$ cat config.mk
export PLATFORM = sky130hd
export DESIGN_NAME = pkt_depacketizer
export DESIGN_NICKNAME = d
export VERILOG_FILES = /design/src/rtl/pkt_depacketizer.sv
export SDC_FILE = /design/constraint.sdc
export NUM_CORES = 1
export LEC_CHECK = 0
export BUFFER_PORTS_ARGS = -buffer_cell sky130_fd_sc_hd__buf_2
export CAP_MARGIN = 20
export CORE_MARGIN = 4
export CORE_UTILIZATION = 49
export CTS_CLUSTER_SIZE = 24
export DETAILED_ROUTE_END_ITERATION = 12
export HOLD_SLACK_MARGIN = 0.08
export PLACE_DENSITY = 0.69
export SYNTH_ARGS = -nofsm -noshare
export SYNTH_HDL_FRONTEND = slang
export SYNTH_SLANG_ARGS = --single-unit
$ cat constraint.sdc
create_clock -name clk_i -period 3.7 [get_ports clk_i]
set_clock_uncertainty 0.2 [all_clocks]
set_input_delay 0.555 -clock clk_i [delete_from_list [all_inputs] [get_ports clk_i]]
set_output_delay 0.555 -clock clk_i [all_outputs]
set_load 0.02 [all_outputs]
$ cat src/rtl/pkt_depacketizer.sv
// pkt_depacketizer
//   Memory-wrapper-side receiver for PE-to-memory packets. Accepts packets from
//   the network, keeps data packets addressed to this node, drops everything
//   else, and buffers {src, payload} in a small circular FIFO for the write path.
//
//   Optional feature macro: PKT_DEPKT_ERRCNT_EN adds the saturating
//   drop_count_o port and its counter.
//
// Ports
//   clk_i          clock, all state updates on the rising edge
//   reset_i        synchronous, active-high reset
//   pkt_in_i       packet: [32] type (0 = data), [31:28] dest, [27:24] src, [23:0] payload
//   pkt_valid_i    pkt_in_i valid
//   pkt_ready_o    block can accept a packet (FIFO not full)
//   data_out_o     payload at FIFO head
//   src_addr_o     source PE address of head entry
//   out_valid_o    FIFO non-empty
//   out_ready_i    consumer takes head entry
//   drop_pulse_o   one-cycle pulse per dropped packet
//   drop_count_o   saturating dropped-packet count (PKT_DEPKT_ERRCNT_EN only)

module pkt_depacketizer #(
    parameter int unsigned                  PACKET_WIDTH = 33,
    parameter int unsigned                  DATA_WIDTH   = 24,
    parameter int unsigned                  ADDR_WIDTH   = 4,
    parameter logic [ADDR_WIDTH-1:0]        MY_ADDR      = ADDR_WIDTH'(13),
    parameter int unsigned                  FIFO_DEPTH   = 4
) (
    input  logic                    clk_i,
    input  logic                    reset_i,
    input  logic [PACKET_WIDTH-1:0] pkt_in_i,
    input  logic                    pkt_valid_i,
    output logic                    pkt_ready_o,
    output logic [DATA_WIDTH-1:0]   data_out_o,
    output logic [ADDR_WIDTH-1:0]   src_addr_o,
    output logic                    out_valid_o,
    input  logic                    out_ready_i,
    output logic                    drop_pulse_o
`ifdef PKT_DEPKT_ERRCNT_EN
    ,
    output logic [7:0]              drop_count_o
`endif
);

    localparam int unsigned IDX_W = $clog2(FIFO_DEPTH);
    localparam int unsigned PTR_W = IDX_W + 1;

    typedef struct packed {
        logic [ADDR_WIDTH-1:0] src;
        logic [DATA_WIDTH-1:0] data;
    } entry_t;

    entry_t           mem_q [FIFO_DEPTH];
    logic [PTR_W-1:0] wr_ptr_q, wr_ptr_d;
    logic [PTR_W-1:0] rd_ptr_q, rd_ptr_d;
    logic [PTR_W-1:0] count_q, count_d;
    logic             pkt_ready_q, pkt_ready_d;
    logic             out_valid_q, out_valid_d;
    logic             drop_pulse_q, drop_pulse_d;

    logic             is_data_c;
    logic             accept_c;
    logic             push_c;
    logic             drop_c;
    logic             pop_c;
    entry_t           wr_entry_c;

    // Packet classification and handshakes
    always_comb begin
        is_data_c  = ~pkt_in_i[PACKET_WIDTH-1]
                   && (pkt_in_i[PACKET_WIDTH-2 -: ADDR_WIDTH] == MY_ADDR);
        accept_c   = pkt_valid_i && pkt_ready_q;
        push_c     = accept_c && is_data_c;
        drop_c     = accept_c && !is_data_c;
        pop_c      = out_valid_q && out_ready_i;
        wr_entry_c = '{src:  pkt_in_i[DATA_WIDTH +: ADDR_WIDTH],
                       data: pkt_in_i[DATA_WIDTH-1:0]};
    end

    // Pointer, occupancy and flag next-state; flags decode the next count so
    // pkt_ready/out_valid are registered with no path from out_ready_i
    always_comb begin
        wr_ptr_d     = wr_ptr_q;
        rd_ptr_d     = rd_ptr_q;
        count_d      = count_q;
        pkt_ready_d  = pkt_ready_q;
        out_valid_d  = out_valid_q;
        drop_pulse_d = drop_c;

        if (push_c) begin
            wr_ptr_d = (wr_ptr_q == PTR_W'(FIFO_DEPTH - 1)) ? '0 : wr_ptr_q + PTR_W'(1);
        end
        if (pop_c) begin
            rd_ptr_d = (rd_ptr_q == PTR_W'(FIFO_DEPTH - 1)) ? '0 : rd_ptr_q + PTR_W'(1);
        end

        case ({push_c, pop_c})
            2'b10:   count_d = count_q + PTR_W'(1);
            2'b01:   count_d = count_q - PTR_W'(1);
            default: count_d = count_q;
        endcase

        pkt_ready_d = (count_d != PTR_W'(FIFO_DEPTH));
        out_valid_d = (count_d != '0);
    end

    // State registers and FIFO storage
    always_ff @(posedge clk_i) begin
        if (reset_i) begin
            wr_ptr_q     <= '0;
            rd_ptr_q     <= '0;
            count_q      <= '0;
            pkt_ready_q  <= 1'b1;
            out_valid_q  <= 1'b0;
            drop_pulse_q <= 1'b0;
            for (int i = 0; i < int'(FIFO_DEPTH); i++) begin
                mem_q[i] <= '0;
            end
        end else begin
            wr_ptr_q     <= wr_ptr_d;
            rd_ptr_q     <= rd_ptr_d;
            count_q      <= count_d;
            pkt_ready_q  <= pkt_ready_d;
            out_valid_q  <= out_valid_d;
            drop_pulse_q <= drop_pulse_d;
            if (push_c) begin
                mem_q[wr_ptr_q[IDX_W-1:0]] <= wr_entry_c;
            end
        end
    end

`ifdef PKT_DEPKT_ERRCNT_EN
    logic [7:0] drop_count_q, drop_count_d;

    // Saturating drop counter, cleared only by reset
    always_comb begin
        drop_count_d = drop_count_q;
        if (drop_c && (drop_count_q != 8'hFF)) begin
            drop_count_d = drop_count_q + 8'd1;
        end
    end

    always_ff @(posedge clk_i) begin
        if (reset_i) begin
            drop_count_q <= '0;
        end else begin
            drop_count_q <= drop_count_d;
        end
    end

    assign drop_count_o = drop_count_q;
`endif

    // Head entry is read straight from storage so it holds while stalled
    assign data_out_o   = mem_q[rd_ptr_q[IDX_W-1:0]].data;
    assign src_addr_o   = mem_q[rd_ptr_q[IDX_W-1:0]].src;
    assign pkt_ready_o  = pkt_ready_q;
    assign out_valid_o  = out_valid_q;
    assign drop_pulse_o = drop_pulse_q;

endmodule

# Yosys cells after proc, flatten, opt, wreduce, memory -nomap -nowiden
# Memory sizes are Yosys's and may differ from the RTL's. A register that Yosys moved wholly into a read port is not among the register bits.
# Cells that the tools add are included.
# word_totals
regBits	12
ramBits	112
inputBits	37
out_inout_bits	31
word_cells	39
n_memories	1
# mem_list
memory	words	width	read_ports	rd_ports_with_merged_regs	wr	line	rtl
mem_q	4	28	1	1	4	53	entry_t mem_q [FIFO_DEPTH];
# op_classes
n_addsub	4
eq_ne	6
n_mux	13
n_bitwise	1
n_reduce_logical	8
# op_table
operator	n
$mux W28	1
$reduce_or A28 Y1	1
$add A3 B1 Y3 const B	3
$eq A3 B2 Y1 const B	2
$mux W1	6
$mux W2	3
$mux W3	2
$pmux W3 S2	1
$logic_and A1 B1 Y1	5
$eq A4 B4 Y1 const B	1
$ne A3 B3 Y1 const B	1
$reduce_bool A3 Y1	1
$sub A3 B1 Y3 const B	1
$eq A2 B1 Y1 const B	1
$eq A2 B2 Y1 const B	1
$logic_not A1 Y1	1
$not A1 Y1	1

# Depth between registers and ports, before layout
# logic_depth
depth_word	8
ltp_mapped	8
ltp_nobuf	8

# Least setup slack after synthesis
# Ideal clock, no wire load.
# synth_path
path_type	input-to-reg
start	input pkt_in_i[29]
end	memory mem_q[1][0] (netlist bit) (enable)
arrival_time_ns	2.301
slack_ns	0.780
cell_stages	3
path_buffers	0
cell_sequence	and4b_1 nand2_1 o21bai_1
# synth_rtl
item	line	rtl
from (decl)	31	input logic [PACKET_WIDTH-1:0] pkt_in_i,
to (decl)	53	

==> results.md <==
Clock tree:
- The number of buffers added to fix hold violations after cts is 0.
- The maximum buffer depth of the clock tree is 2.
- The library cell used as clock root buffer is clkbuf_16.
- The clock edge transition at the registers on the reported setup and hold paths is 50 ps.
- The latest clock arrival within the worst-skew pair is 410 ps.
- In this run the number of H-tree levels came out at 4.
- The buffer count from post-CTS setup fixing is 0.
- The clock tree from TritonCTS is done.
- Counting the buffers created by CTS gives 17.
- The post-CTS resize count is 0.
- Counting every sink on the clock net gives 126.

Detailed routing:
- The final wirelength is 10.7 mm.
- The first routing iteration left 130 violations.
- The count of nets left with antenna violations after detail routing is 0.
- The number of vias after detailed routing is 3,064.
- The remaining design rule violation count is 0.
- The detail-routed via count per cell is 5.31.
- The routed wirelength normalized by instance count is 18.6 um.
- The first TritonRoute pass finished after 4 iterations.

Pwr:
- The internal power of the cells is 2.58 mW.
- Sequential cells burn 49.4% of the power.
- The power spent charging and discharging nets is 688 uW.
- The portion of total power attributed to the clock network is 43.9%.
- The static leakage power is 2.56 nW.
- Power comes to 3.27 mW.
- The switching part of the total power is 21.0%.
- IR analysis of the VDD net gives a maximum drop of 0.000291 V.
- The power density relative to cell area is 495 mW/mm^2.
- The combinational share of power is 6.7%.

Setup path:
- The type of the worst setup path is flop to primary output.
- Counting cells, the worst reg-to-reg path comes to 8.
- The worst setup path is launched from a flop.
- The worst setup path is captured at a primary output.
- In this run the worst path has a maximum fanout of 15.
- The endpoint arrival time on the critical path is 2110 ps.
- The data required time at the worst endpoint is 2940 ps.

Logic synthesis:
- The synthesized design devotes to its leading area cell type 60.2% of total area.
- The synthesized netlist net count is 385.
- For this run, asynchronously set or reset flops after synthesis account for 0%.
- The average cell area after synthesis is 16.2 sq um.
- The count of flip-flops with a built-in enable after synthesis is 112.
- Among all flip-flop cells after synthesis, the most frequent one is edfxtp_1.
- The number of warning messages in the yosys log is 0.
- After synthesis the netlist holds a flip-flop and latch count of 126.
- Counting distinct cell types in the post-synthesis netlist gives 41.
- After synthesis, flip-flops and latches occupy 65.2% of the total area.
- The number of cells produced by synthesis is 344.
- In this run the cell area of the synthesized design comes to 0.00559 sq mm.
- The post-synthesis cell type with the largest combined area is edfxtp_1.
- Sorting the synthesized cells by area gives the leading types as edfxtp_1 (60%), and2_1 (13%), mux4_2 (11%).

Global route:
- The overflow left after global routing is 0.
- The total routing usage reported by global routing is 17.8%.
- The wire length of the first global-routing pass is 17.2 mm.
- The via count of the first global-routing pass came to 3,340.
- The initial antenna violation count came to 1.
- Entering global routing, the biggest net connects 29 pins.

Finish:
- The antenna cell count is 0.
- In the final layout, the share of cells above drive strength 1 is 32.5%.
- The number of nets at the end of the flow is 466.
- The filler cells instantiated in the layout total 840.
- From synthesis to final layout, the design area changed by 18.3%.

Timing:
- For the finished layout, the period the worst path requires is 2870 ps.
- After routing, the total negative slack on setup checks comes to 0 ps.
- At the pin with the least slew margin, the transition time is 754 ps.
- The count of final hold-check violations was 0.
- Static timing analysis puts the maximum clock frequency at 348 MHz.
- Setup repair after global routing left no endpoint under its margin.
- The count of endpoints failing setup in the final report is 0.
- The max-slew headroom at the worst pin is 49.3%.
- After layout, the worst path uses 77.6% of the clock period.
- The max-slew violation count is 0.

Floorplan:
- The floorplan has 38 rows.
- The die is 115 um tall.
- The die covers 0.0132 sq mm.
- The die is 115 um wide.
- The boundary pin count is 68.
- The floorplan step defined a core boundary enclosing 0.0110 sq mm.
- The starting density of the core is 50.9%.

Hold path:
- The depth of the worst hold-timing path is 3.
- The min-delay analysis places its worst path in the category input port to flop.

Placement:
- The count of port buffers added during placement is 67.
- The final weighted congestion in routability-driven placement is 0.763.
- The wire-length estimate of the detail-placed layout is 6.81 mm.

Run:
- Across the run, the number of max-cap violations was 0.

Status:
- The flow ran to the end, and the final reports show no timing, DRC or antenna violations.
## stage by stage
stage	util (%)	setup slack, ps	instance area (sq um)	hold WS [ps]	std cells
5_1_grt	60.2	693	6610	247	577
6_report	60.2	830	6610	244	577
2_1_floorplan	-	780	5590	221	344
3_3_place_gp	55.5	757	6100	236	546
3_5_place_dp	55.5	711	6100	247	546
4_1_cts	60.2	761	6610	233	577
## cell families (layout without fill, tap and decap cells)
group,count (synthesis),count (layout),share of synthesized area [%]
xor gates and xnor gates,2,2,0.314
DFF,126,126,65.2
adders and majority gates,4,4,1.03
buffers and inverters,21,114,2.40
AOI/OAI and AO/OA,19,19,2.22
muxes,28,28,11.3
and+or+nand+nor,144,144,17.5
## power by group through the flow
stage / logic [mW] / registers (mW) / clock network (mW)
2_1_floorplan: 0.140 / 1.63 / 0
3_3_place_gp: 0.220 / 1.64 / 0
3_5_place_dp: 0.223 / 1.64 / 0
4_1_cts: 0.224 / 1.62 / 1.46
5_1_grt: 0.240 / 1.62 / 1.52
6_report: 0.220 / 1.61 / 1.44
## registers in the layout, summed over array words and instances, names as in the netlist, named ones only
| register | cells |
|---|---|
| count_q | 3 |
| drop_pulse_o | 1 |
| mem_q | 112 |
| out_valid_o | 1 |
| pkt_ready_o | 1 |
| rd_ptr_q | 3 |
| wr_ptr_q | 3 |
## worst max-delay path, cell delays in order, from the launching register on
cell and delay, ps:
dfxtp_2 710, buf_12 260, mux4_2 550, buf_2 180
## cell usage after synthesis (3+ instances only)
| master | instances |
|---|---|
| and2_1 | 112 |
| edfxtp_1 | 112 |
| mux4_2 | 28 |
| dfxtp_1 | 14 |
| a21oi_1 | 7 |
| buf_6 | 6 |
| inv_1 | 6 |
| nand2_1 | 6 |
| nand2b_1 | 5 |
| nor2_1 | 4 |
| clkbuf_1 | 3 |
| ha_1 | 3 |
## cells in the final DEF, fill, tap and decap left out, types with 2 or more instances in the layout
cell and n:
a21o_1 2, a21oi_1 7, and2_1 112, buf_2 67, buf_4 9, clkbuf_1 2
clkbuf_16 17, clkinv_1 5, clkinv_2 6, dfxtp_1 13, edfxtp_1 112, ha_1 3
inv_1 6, mux4_2 28, nand2_1 6, nand2b_1 5, nand3b_4 2, nor2_1 4
nor4_4 2, o21ai_0 2, o21bai_4 2, or3b_2 2, xor2_1 2
## per-layer routing
| metal | share of wire (%) | global-route usage [%] | wire, um |
|---|---|---|---|
| met1 | 41 | 21.3 | 4420 |
| met2 | 52 | 31.1 | 5610 |
| met3 | 4.7 | 5.16 | 499 |
| met4 | 1.6 | 6.10 | 168 |
| met5 | 0.11 | 0 | 12 |
## path summary, 6_finish.rpt
kind	to	slack, ps	from
hold / removal	rd_ptr_q[1]	240	out_ready_i
setup / recovery	data_out_o[23]	830	flop
setup reg to reg	pkt_ready_o	1040	pkt_ready_o
hold reg to reg	rd_ptr_q[2]	250	rd_ptr_q[2]
## layout make-up
| cell class | instances | area, sq um | area share (%) |
|---|---|---|---|
| timing repair buffer | 77 | 423 | 6.40 |
| sequential | 126 | 3640 | 55.2 |
| clock buffer | 19 | 433 | 6.55 |
| multi-input combinational | 197 | 1830 | 27.7 |
| clock inverter | 12 | 78.8 | 1.19 |
| tap | 140 | 175 | 2.65 |
| inverter | 6 | 22.5 | 0.341 |
Power figures use the tool's default switching activity.
